--- src/rtl/stack_arbiter_pkg.sv ---
// Shared types and constants for the two-requester stack arbiter.
// The refusal rule lives here so the top level and any future user agree on it.
package stack_arbiter_pkg;

  localparam int STK_DW  = 8;
  localparam int STK_CAP = 31;

  typedef enum logic [1:0] {
    OP_PUSH = 2'b00,
    OP_POP  = 2'b01,
    OP_PEEK = 2'b10,
    OP_RSVD = 2'b11
  } stk_op_e;

  typedef enum logic [2:0] {
    DRAIN_HI,
    DRAIN_LO,
    IDLE,
    ISSUE,
    SETTLE,
    DONE
  } state_e;

  // A request is refused when it would over/underflow or uses the reserved code.
  function automatic logic op_refused(input stk_op_e op, input logic is_full,
                                      input logic is_empty);
    return (op == OP_RSVD) || ((op == OP_PUSH) && is_full) ||
           ((op == OP_POP) && is_empty);
  endfunction

endpackage

--- src/rtl/rr_arb2.sv ---
// Two-way round-robin arbiter; the last winner under contention loses the next tie.
module rr_arb2 (
  input  logic       clk,
  input  logic       rst_n,
  input  logic [1:0] req,
  input  logic       update,
  output logic [1:0] gnt
);

  logic rr_last_reg;

  always_comb begin
    gnt = 2'b00;
    case (req)
      2'b01:   gnt = 2'b01;
      2'b10:   gnt = 2'b10;
      2'b11:   gnt = rr_last_reg ? 2'b01 : 2'b10;
      default: gnt = 2'b00;
    endcase
  end

  // Only a contended grant moves the pointer; a lone requester leaves it alone.
  always_ff @(posedge clk or negedge rst_n) begin
    if (!rst_n) begin
      rr_last_reg <= 1'b1;
    end else if (update && (req == 2'b11)) begin
      rr_last_reg <= gnt[1];
    end
  end

endmodule

--- src/rtl/stack_arbiter.sv ---
// Arbitrates two requesters onto one edge-triggered stack, issuing clean push/pop pulses,
// tracking depth to refuse over/underflow, and draining the stack after every reset.
module stack_arbiter
  import stack_arbiter_pkg::*;
#(
  parameter int DW    = STK_DW,
  parameter int CAP   = STK_CAP,
  parameter int DRAIN = 31
) (
  input  logic          clk,
  input  logic          rst_n,
  input  logic          req0,
  input  logic [1:0]    op0,
  input  logic [DW-1:0] din0,
  output logic          ack0,
  output logic          err0,
  input  logic          req1,
  input  logic [1:0]    op1,
  input  logic [DW-1:0] din1,
  output logic          ack1,
  output logic          err1,
  output logic [DW-1:0] rd_data,
  output logic          ready,
  output logic [4:0]    depth,
  output logic          empty,
  output logic          full,
  output logic [DW-1:0] stk_din,
  output logic          stk_push,
  output logic          stk_pop,
  input  logic [DW-1:0] stk_dout
);

  localparam int             DCW        = $clog2(DRAIN + 1);
  localparam logic [DCW-1:0] DRAIN_LAST = DCW'(DRAIN);
  localparam logic [4:0]     CAP_D      = 5'(CAP);

  state_e          state_reg, state_next;
  logic [DCW-1:0]  drain_cnt_reg;
  logic            win_reg;
  stk_op_e         op_reg;
  logic            refuse_reg;

  logic [1:0]      ack_reg, ack_next;
  logic [1:0]      err_reg, err_next;
  logic [DW-1:0]   rd_data_reg;
  logic            ready_reg, ready_next;
  logic [4:0]      depth_reg, depth_next;
  logic            empty_reg, full_reg;
  logic [DW-1:0]   stk_din_reg;
  logic            push_reg, push_next;
  logic            pop_reg, pop_next;

  logic [1:0]      gnt;
  logic            grant;
  logic            win_sel;
  stk_op_e         win_op;
  logic [DW-1:0]   win_din;
  logic            win_refuse;

  rr_arb2 u_arb (
    .clk    (clk),
    .rst_n  (rst_n),
    .req    ({req1, req0}),
    .update (state_reg == IDLE),
    .gnt    (gnt)
  );

  always_comb begin
    win_sel    = gnt[1];
    win_op     = win_sel ? stk_op_e'(op1) : stk_op_e'(op0);
    win_din    = win_sel ? din1 : din0;
    win_refuse = op_refused(win_op, depth_reg == CAP_D, depth_reg == 5'd0);
    grant      = (state_reg == IDLE) && (gnt != 2'b00);
  end

  always_ff @(posedge clk or negedge rst_n) begin
    if (!rst_n) begin
      state_reg <= DRAIN_HI;
    end else begin
      state_reg <= state_next;
    end
  end

  always_comb begin
    state_next = state_reg;
    case (state_reg)
      DRAIN_HI: state_next = DRAIN_LO;
      DRAIN_LO: state_next = (drain_cnt_reg == DRAIN_LAST) ? IDLE : DRAIN_HI;
      IDLE:     state_next = grant ? ISSUE : IDLE;
      ISSUE:    state_next = SETTLE;
      SETTLE:   state_next = DONE;
      DONE:     state_next = IDLE;
      default:  state_next = DRAIN_HI;
    endcase
  end

  // Output decode yields next values; every stack-facing signal is then registered.
  always_comb begin
    push_next  = grant && !win_refuse && (win_op == OP_PUSH);
    pop_next   = (state_reg == DRAIN_HI) || (grant && !win_refuse && (win_op == OP_POP));
    ready_next = (state_next == IDLE);
    depth_next = depth_reg;
    if ((state_reg == DRAIN_HI) || (state_reg == DRAIN_LO)) begin
      depth_next = 5'd0;
    end else if ((state_reg == SETTLE) && !refuse_reg) begin
      if (op_reg == OP_PUSH) begin
        depth_next = depth_reg + 5'd1;
      end else if (op_reg == OP_POP) begin
        depth_next = depth_reg - 5'd1;
      end
    end
  end

  for (genvar gi = 0; gi < 2; gi++) begin : g_resp
    assign ack_next[gi] = (state_reg == SETTLE) && (win_reg == (gi == 1));
    assign err_next[gi] = ack_next[gi] && refuse_reg;
  end

  always_ff @(posedge clk or negedge rst_n) begin
    if (!rst_n) begin
      drain_cnt_reg <= '0;
      win_reg       <= 1'b0;
      op_reg        <= OP_PUSH;
      refuse_reg    <= 1'b0;
      ack_reg       <= 2'b00;
      err_reg       <= 2'b00;
      rd_data_reg   <= '0;
      ready_reg     <= 1'b0;
      depth_reg     <= 5'd0;
      empty_reg     <= 1'b0;
      full_reg      <= 1'b0;
      stk_din_reg   <= '0;
      push_reg      <= 1'b0;
      pop_reg       <= 1'b0;
    end else begin
      if (state_reg == DRAIN_HI) begin
        drain_cnt_reg <= drain_cnt_reg + 1'b1;
      end
      if (grant) begin
        win_reg    <= win_sel;
        op_reg     <= win_op;
        refuse_reg <= win_refuse;
      end
      if (push_next) begin
        stk_din_reg <= win_din;
      end
      if (state_reg == SETTLE) begin
        rd_data_reg <= stk_dout;
      end
      ack_reg   <= ack_next;
      err_reg   <= err_next;
      ready_reg <= ready_next;
      depth_reg <= depth_next;
      empty_reg <= (depth_next == 5'd0);
      full_reg  <= (depth_next == CAP_D);
      push_reg  <= push_next;
      pop_reg   <= pop_next;
    end
  end

  assign ack0     = ack_reg[0];
  assign ack1     = ack_reg[1];
  assign err0     = err_reg[0];
  assign err1     = err_reg[1];
  assign rd_data  = rd_data_reg;
  assign ready    = ready_reg;
  assign depth    = depth_reg;
  assign empty    = empty_reg;
  assign full     = full_reg;
  assign stk_din  = stk_din_reg;
  assign stk_push = push_reg;
  assign stk_pop  = pop_reg;

endmodule

--- config.mk ---
export PLATFORM = sky130hd
export DESIGN_NAME = stack_arbiter
export DESIGN_NICKNAME = d
export VERILOG_FILES = /design/src/rtl/stack_arbiter_pkg.sv /design/src/rtl/rr_arb2.sv /design/src/rtl/stack_arbiter.sv
export SDC_FILE = /design/constraint.sdc
export NUM_CORES = 1
export LEC_CHECK = 0
export CAP_MARGIN = 20
export CORE_MARGIN = 2
export CORE_UTILIZATION = 40
export CTS_CLUSTER_SIZE = 10
export DETAILED_ROUTE_END_ITERATION = 10
export DONT_BUFFER_PORTS = 1
export GPL_TIMING_DRIVEN = 0
export PLACE_DENSITY = 0.56
export SLEW_MARGIN = 20
export SYNTH_ARGS = -nofsm -noshare
export SYNTH_HDL_FRONTEND = slang
export SYNTH_SLANG_ARGS = --single-unit
--- constraint.sdc ---
create_clock -name clk -period 3.8 [get_ports clk]
set_clock_uncertainty 0.2 [all_clocks]
set_input_delay 0.95 -clock clk [delete_from_list [all_inputs] [get_ports clk]]
set_output_delay 0.95 -clock clk [all_outputs]
set_load 0.1 [all_outputs]
Word level (Yosys, flattened, before mapping)
Cells that the tools add are included.
- $add $sub $neg: 3
- $mul: 0
- divide/modulo/power cells: 0
- magnitude comparators: 0
- equal/unequal tests: 15
- shift operators: 0
- mux-type cells: 11
- bitwise operators: 1
- reduce and logical (&&, ||, !) cells: 24
- operator list (cell ; count):
    $mux 5 ; 4
    $pmux 3 s6 ; 1
    $eq 5x5->1 const B ; 3
    $logic_and 1x1->1 ; 12
    $add 5x1->5 const B ; 2
    $logic_not 5->1 ; 2
    $eq 3x2->1 const B ; 3
    $mux 8 ; 1
    $eq 2x1->1 const B ; 3
    $eq 2x2->1 const B ; 3
    $eq 3x3->1 const B ; 2
    $mux 2 ; 3
    $pmux 2 s3 ; 1
    $sub 5x1->5 const B ; 1
    $logic_not 2->1 ; 2
    $logic_or 1x1->1 ; 4
    $eq 3x1->1 const B ; 1
    $logic_not 3->1 ; 1
    $logic_not 1->1 ; 2
    $reduce_bool 2->1 ; 1
    $mux 1 ; 1
    $not 1->1 ; 1
- bits in registers: 43
- bits in latches: 0
- bits in writable memories: 0
- memory bits (read-only): 0
- input port bits: 32
- output and inout port bits: 30
- word-level logic and storage cells: 70
- memories kept: 0

Depth between registers and ports, before layout
Gate-level depths: netlist of run 1.
- depth after elaboration: 11
- mapped depth: 8
- mapped depth without buffers: 7

Modules after synthesis
Synthesis of run 1 repeated with hierarchy kept, for this count alone.
- cell total of the unflattened synthesis: 180
- area total of the unflattened synthesis: 2065.7 µm²
- by module, submodules not included (module ; instances ; cells each ; area each (µm²) ; sequential area each (µm²)):
    stack_arbiter ; 1 ; 174 ; 2006.9 ; 1051.0
    rr_arb2 ; 1 ; 6 ; 58.8 ; 26.3

Worst setup path after synthesis of run 1
OpenSTA, ideal clock, no wires.
- path type: register -> register
- start point: reg depth_reg[0] (netlist: depth[0])
- end point: reg empty_reg (netlist: empty)
- setup time: 95 ps
- data arrival time: 2518 ps
- data required time: 3505 ps
- slack: 987 ps
- cell stages (with the launch flop): 8
- buffers on the path: 0
- clock period less this slack: 2813 ps
- cells stage by stage: dfrtp_1 > ha_1 > and3_1 > ha_1 > nor3b_1 > a2111oi_0 > a21oi_2 > nor4b_2
- longest elaborated chain between the ends: 6
- elaborated cells on any way between the ends: 7
- those cells by class: 2 x add/sub; 4 x mux; 1 x reduce/logical
- RTL lines (item ; RTL line ; RTL):
    start, declared ; stack_arbiter.sv:47 ; logic [4:0] depth_reg, depth_next;
    start signal, assigned ; stack_arbiter.sv:153 ; depth_reg <= depth_next;
    $sub 5x1->5 ; stack_arbiter.sv:109 ; depth_next = depth_reg - 5'd1;
    $mux 5 ; stack_arbiter.sv:108 ; end else if (op_reg == OP_POP) begin
    $mux 5 * ; stack_arbiter.sv:106 ; if (op_reg == OP_PUSH) begin
    $mux 5 * ; stack_arbiter.sv:105 ; end else if ((state_reg == SETTLE) && !refuse_reg) begin
    $mux 5 * ; stack_arbiter.sv:103 ; if ((state_reg == DRAIN_HI) || (state_reg == DRAIN_LO)) begin
    named net depth_next[4] ; stack_arbiter.sv:47 ;
    $logic_not 5->1 * ; stack_arbiter.sv:154 ; empty_reg <= (depth_next == 5'd0);
    end signal, assigned ; stack_arbiter.sv:154 ;
    end, declared ; stack_arbiter.sv:48 ; logic empty_reg, full_reg;
The timed path passes the listed nets; every way through them passes the cells marked *.
A chain may end at the register's enable or synchronous reset.

Final worst setup path of run 1
Same ends and word-level chain as after synthesis.

==> results.json, run 1 <==
{
  "outcome": "finished clean",
  "hold_buffers": 0,
  "drv_cap": 0,
  "synth.area.top_cells": "dfrtp_1 (52%), mux2i_1 (6.9%), nand2_1 (6.7%)",
  "fin_hold_ws_ps": 146.6,
  "fin_setup_tns_ps": 0,
  "routedWlPerCell_um": 14.90,
  "vias_per_cell": 5.198,
  "period_share_pct": 82.73,
  "final_layout_size_suffix_gt1_share_pct": 14.36,
  "area_delta_synth_final_pct": 9.259,
  "cp_common_cell": "ha_1",
  "clockRootBuffer": "clkbuf_8",
  "antenna_left": 0,
  "ioPinCount": 62,
  "cts_resized": 0,
  "syn_nets": 224,
  "start_util_pct": 42.08,
  "grt_max_degree": 44,
  "dr.pass1.iters": 4,
  "final_nets": 231,
  "synth.most_common_cell": "dfrtp_1",
  "worstPathRequired_ps": 3790,
  "cts_max_path_buffers": 2,
  "synth_top_area_cell": "dfrtp_1",
  "rsz0062_at_grt": "false",
  "grt.total_usage_pct": 14.78,
  "ys_seq_area_share_pct": 53.15,
  "ys_warn_count": 0,
  "slew_violations": 0,
  "cts_setup_buffers": 0,
  "fp-row-count": 25,
  "die_w_um": 75.19,
  "drt_iter0_drc": 70,
  "grt_pass1_vias": 1381,
  "tightestPinTransition_ps": 1092,
  "gr-total-overflow": 0,
  "setup_violations": 0,
  "gp_congestion": 0.7174,
  "drc": 0,
  "worst_path_max_delay_cell": "dfrtp_1",
  "critical-path-top-delay-family": "flip-flops",
  "grt_pass1_wl_mm": 6.361,
  "cts_tree": "yes",
  "postSynthCellCount": 187,
  "synth_cell_types": 43,
  "worst_hold_path_type": "input pin to async pin",
  "synth-edff-count": 0,
  "cp-start-kind": "register",
  "arrival_ps": 3140,
  "synth_flop_cell": "dfrtp_1",
  "dpl.hpwl_mm": 2.863,
  "wl_mm": 3.904,
  "dieArea_sq_um": 5653,
  "path_cells": "ha_1 > and3_1 > ha_1 > nor3b_1 > a2111oi_0 > a21oi_2 > nor4b_2",
  "hold_viol": 0,
  "async_flop_share_pct": 100.0,
  "insertion_delay_ps": 290,
  "die_h_um": 75.19,
  "leakage_uw": 0.001045,
  "fmax_ghz": 0.3181,
  "vias": 1362,
  "ir_worst_vdd_uv": 158.8,
  "diodes": 0,
  "synthesis.area_sq_um": 2027,
  "numCtsBuffers": 5,
  "cts_sinks": 43,
  "path_clk_slew_ps": 80,
  "period_needed_ps": 3144,
  "port_buffers": 0,
  "end_kind": "register",
  "core_area_sq_um": 4817,
  "cp.buffers_inverters": 0,
  "ys_seq_elements": 43,
  "synth_commonest_cells": "dfrtp_1 (42), nand2_1 (36), mux2i_1 (14), nor2_1 (14), a21oi_1 (9)",
  "crit_type": "register to register",
  "antenna_found_initial": 0,
  "power_density_nw_per_um2": 354.3,
  "critPathMaxFanout": 7,
  "cts_max_level": 2,
  "critPathMaxStageDelay_ps": 1060,
  "yosys.area.top_type_share_pct": 51.85,
  "maxSlewHeadroom_pct": 27.20,
  "avgSynthCellArea_sq_um": 10.84
}
==> logic make-up after synthesis <==
| logic type | Yosys count | share of synthesized area (%) |
|---|---|---|
| flops | 43 | 53.15 |
| compound gates | 30 | 9.877 |
| mux | 18 | 9.135 |
| simple gates | 74 | 18.95 |
| fa+ha+maj | 5 | 3.086 |
| buf+inv | 11 | 3.209 |
| xor+xnor | 6 | 2.593 |
==> path summary, 6_finish.rpt <==
check,end,start,slack (ps),cells past startpoint
hold / removal,rd_data[5]$_DFFE_PN0N_,rst_n,150,0
setup / recovery,empty$_DFF_PN0_,depth[0]$_DFF_PN0_,660,7
max in group asynchronous,u_arb.rr_last_reg$_DFFE_PN1P_,rst_n,3080,0
setup reg to reg,empty$_DFF_PN0_,depth[0]$_DFF_PN0_,660,7
min in group clk,drain_cnt_reg[3]$_DFFE_PN0P_,drain_cnt_reg[3]$_DFFE_PN0P_,280,1
hold reg to reg,drain_cnt_reg[3]$_DFFE_PN0P_,drain_cnt_reg[3]$_DFFE_PN0P_,280,1
==> cells in the final DEF (no fill, tap or decap), types with 3 or more instances in the layout <==
| master | synthesis | routed |
|---|---|---|
| o21ai_0 | 5 | 5 |
| nand2_1 | 36 | 36 |
| clkbuf_1 | 3 | 3 |
| a31oi_1 | 3 | 3 |
| a21oi_1 | 9 | 9 |
| inv_1 | 3 | 3 |
| xor2_1 | 3 | 3 |
| clkbuf_8 | 0 | 7 |
| nor4b_2 | 3 | 3 |
| mux2i_1 | 14 | 14 |
| mux2_2 | 4 | 4 |
| dfrtp_1 | 42 | 42 |
| ha_1 | 5 | 5 |
| xnor2_1 | 3 | 3 |
| and3_1 | 4 | 4 |
| nor2b_1 | 3 | 3 |
| nor2_1 | 14 | 14 |
==> per-stage QoR <==
step                instances  instance area, sq um  utilization (%)  power [uW]  worst slack [ps]
finish                    262                  2215            45.97       784.7             656.2
global placement          254                  2111            43.82       480.5             786.5
floorplan                 187                  2027                -       478.8             986.9
global route              262                  2215            45.97       822.4             469.3
detailed placement        254                  2111            43.82       480.9             717.6
CTS                       262                  2215            45.97       795.1             641.9
==> metal layers <==
layer / up-vias / wire length [um] / GRT usage, %
met5: - / 0 / 0
met4: 0 / 49 / 4.873
met2: 44 / 1876 / 24.37
met3: 5 / 366 / 6.292
met1: 655 / 1611 / 17.47
li1: 658 / - / -
==> layout make-up <==
cell class                 instances  area [sq um]
clock inverter                     1         7.507
multi-input combinational        133         884.6
sequential                        43          1077
fill                             462          2603
tap                               67         83.83
inverter                           3         11.26
clock buffer                       7         96.34
buffer                             8         53.80
==> power breakdown <==
part           total (uW)  switching (uW)  internal (uW)
logic                14.3            6.96           7.28
registers             457               0            457
clock network         313             148            165
==> worst reg2reg max path: cells and delay by family, from the launching register on <==
family,cells,cell delay [ps]
flops,1,1060
compound gates,2,710
simple gates,3,560
fa+ha+maj,2,540
No activity file was read; power rests on OpenSTA's default activity.
==> run 2: changes to the inputs <==
==> constraint.sdc (replaced) <==
create_clock -name clk -period 3 [get_ports clk]
set_clock_uncertainty 0.2 [all_clocks]
set_input_delay 0.75 -clock clk [delete_from_list [all_inputs] [get_ports clk]]
set_output_delay 0.75 -clock clk [all_outputs]
set_load 0.1 [all_outputs]
==> run 2 against run 1 <==
Compared with the run above: register-to-register slack worse by 480 ps; global-route usage is 0.084 points higher; non-clock buffer count up 1; clock-buffer cell count unchanged; total power is 28% higher; critical path type unchanged.
==> results.json, run 2 (same netlist as run 1, synthesis figures left out) <==
{
  "hold_viol": 0,
  "ioPinCount": 62,
  "dpl.hpwl_mm": 2.863,
  "die_w_um": 75.19,
  "worstPathRequired_ps": 2990,
  "crit_start": "depth[4]$_DFF_PN0_",
  "leakage_uw": 0.001047,
  "insertion_delay_ps": 290,
  "fp-row-count": 25,
  "vias_per_cell": 5.152,
  "port_buffers": 0,
  "p_total_uw": 1006,
  "diodes": 0,
  "cts_setup_buffers": 0,
  "fin_hold_ws_ps": 96.41,
  "outcome": "finished clean",
  "grt_pass1_wl_mm": 6.389,
  "clockRootBuffer": "clkbuf_8",
  "final_nets": 232,
  "final_common_cell": "dfrtp_1",
  "core_area_sq_um": 4817,
  "fin_area_sq_um": 2240,
  "maxSlewHeadroom_pct": 27.07,
  "setup_violations": 0,
  "rsz0062_at_grt": "false",
  "grt_max_degree": 43,
  "routed-wl-met2_mm": 1.840,
  "placed_area_sq_um": 2111,
  "final_cells": 263,
  "arrival_ps": 2820,
  "r2r-start": "depth[4]$_DFF_PN0_",
  "drt_iter0_drc": 80,
  "cts_tree": "yes",
  "cts_max_level": 2,
  "worst_hold_path_type": "input pin to async pin",
  "power_density_nw_per_um2": 449.3,
  "slew_violations": 0,
  "ir_worst_vdd_uv": 204.2,
  "fmax_ghz": 0.3542,
  "dp.cells": 254,
  "drc": 0,
  "routedWlPerCell_um": 14.91,
  "gr-total-overflow": 0,
  "final_cell_mix": "dfrtp_1 (38), nand2_1 (36), nor2_1 (14), mux2i_1 (14), a21oi_1 (9)",
  "wl_mm": 3.921,
  "path_clk_slew_ps": 80,
  "wl_met3_um": 375,
  "period_share_pct": 94.12,
  "gp_congestion": 0.7174,
  "numCtsBuffers": 5,
  "cp-start-kind": "register",
  "die_h_um": 75.19,
  "tightestPinTransition_ps": 1094,
  "critPathMaxFanout": 8,
  "grt.total_usage_pct": 14.86,
  "timing.rr.end": "empty$_DFF_PN0_",
  "worst_path_max_delay_cell": "dfrtp_1",
  "dr.pass1.iters": 4,
  "dieArea_sq_um": 5653,
  "vias": 1355,
  "crit_type": "register to register",
  "grt_pass1_vias": 1379,
  "antenna_found_initial": 0,
  "critPathMaxStageDelay_ps": 1070,
  "cts_sinks": 43,
  "wl_met1_mm": 1.655,
  "area_delta_synth_final_pct": 10.49,
  "drv_cap": 0,
  "antenna_left": 0,
  "path_cells": "ha_1 > nor3b_1 > a2111oi_0 > a21oi_2 > nor4b_2",
  "top_layer_used": "met4",
  "final_layout_size_suffix_gt1_share_pct": 16.84,
  "fin_setup_tns_ps": 0,
  "end_kind": "register",
  "r2r_slack_ps": 180,
  "worst_r2r_path_depth": 5,
  "start_util_pct": 42.08,
  "period_needed_ps": 2823,
  "cts_max_path_buffers": 2
}
-- run 2: how the worst max path moves through the flow --
stage / depth (start not counted) / endpoint / slack, ps
CTS: 7 / empty$_DFF_PN0_ / 40
global placement: 7 / empty$_DFF_PN0_ / -10
global route: 5 / empty$_DFF_PN0_ / 5
detailed placement: 7 / empty$_DFF_PN0_ / -80
floorplan: 7 / empty$_DFF_PN0_ / 190
finish: 5 / empty$_DFF_PN0_ / 180
-- run 2: per-stage QoR --
stage / util, % / worst slack [ps]
after floorplan: - / 186.9
after global placement: 43.82 / -13.54
after detailed placement: 43.82 / -82.39
after CTS: 46.44 / 35.37
after global routing: 46.49 / 4.783
final: 46.49 / 176.5
-- run 2: where the power goes --
part	internal (uW)	total (uW)	switching, uW
Sequential	579	579	0
Clock	209	396	187
Combinational	12.0	31.3	19.3
Total	800	1010	206
-- run 2: area by class of cell --
type,count,area (sq um)
plain buffers,8,53.80
well taps,67,83.83
clock buffers,7,96.34
flip-flops and latches,43,1082
clock inverters,1,7.507
inverters,3,11.26
multi-input cells,133,884.6
fillers,460,2577
repair buffers,1,20.02
-- run 2: critical path: cells and delay by family (launching register included) --
family                     cells  cell delay (ps)
and+or+nand+nor                2              380
adders and majority gates      1              370
DFF                            1             1070
AOI/OAI and AO/OA              2              710
-- run 2: what timing repair did --
action | in CTS | in global routing
endpoints found under the setup margin | 2 | 2
hold buffers | 1 | 0
hold endpoints to repair | 42 | 0
resized for setup | 2 | 2
-- run 2: layer usage --
layer,up-vias,track usage (%)
met1,643,17.73
li1,661,-
met5,-,0
met2,46,24.37
met3,5,6.292
met4,0,4.873
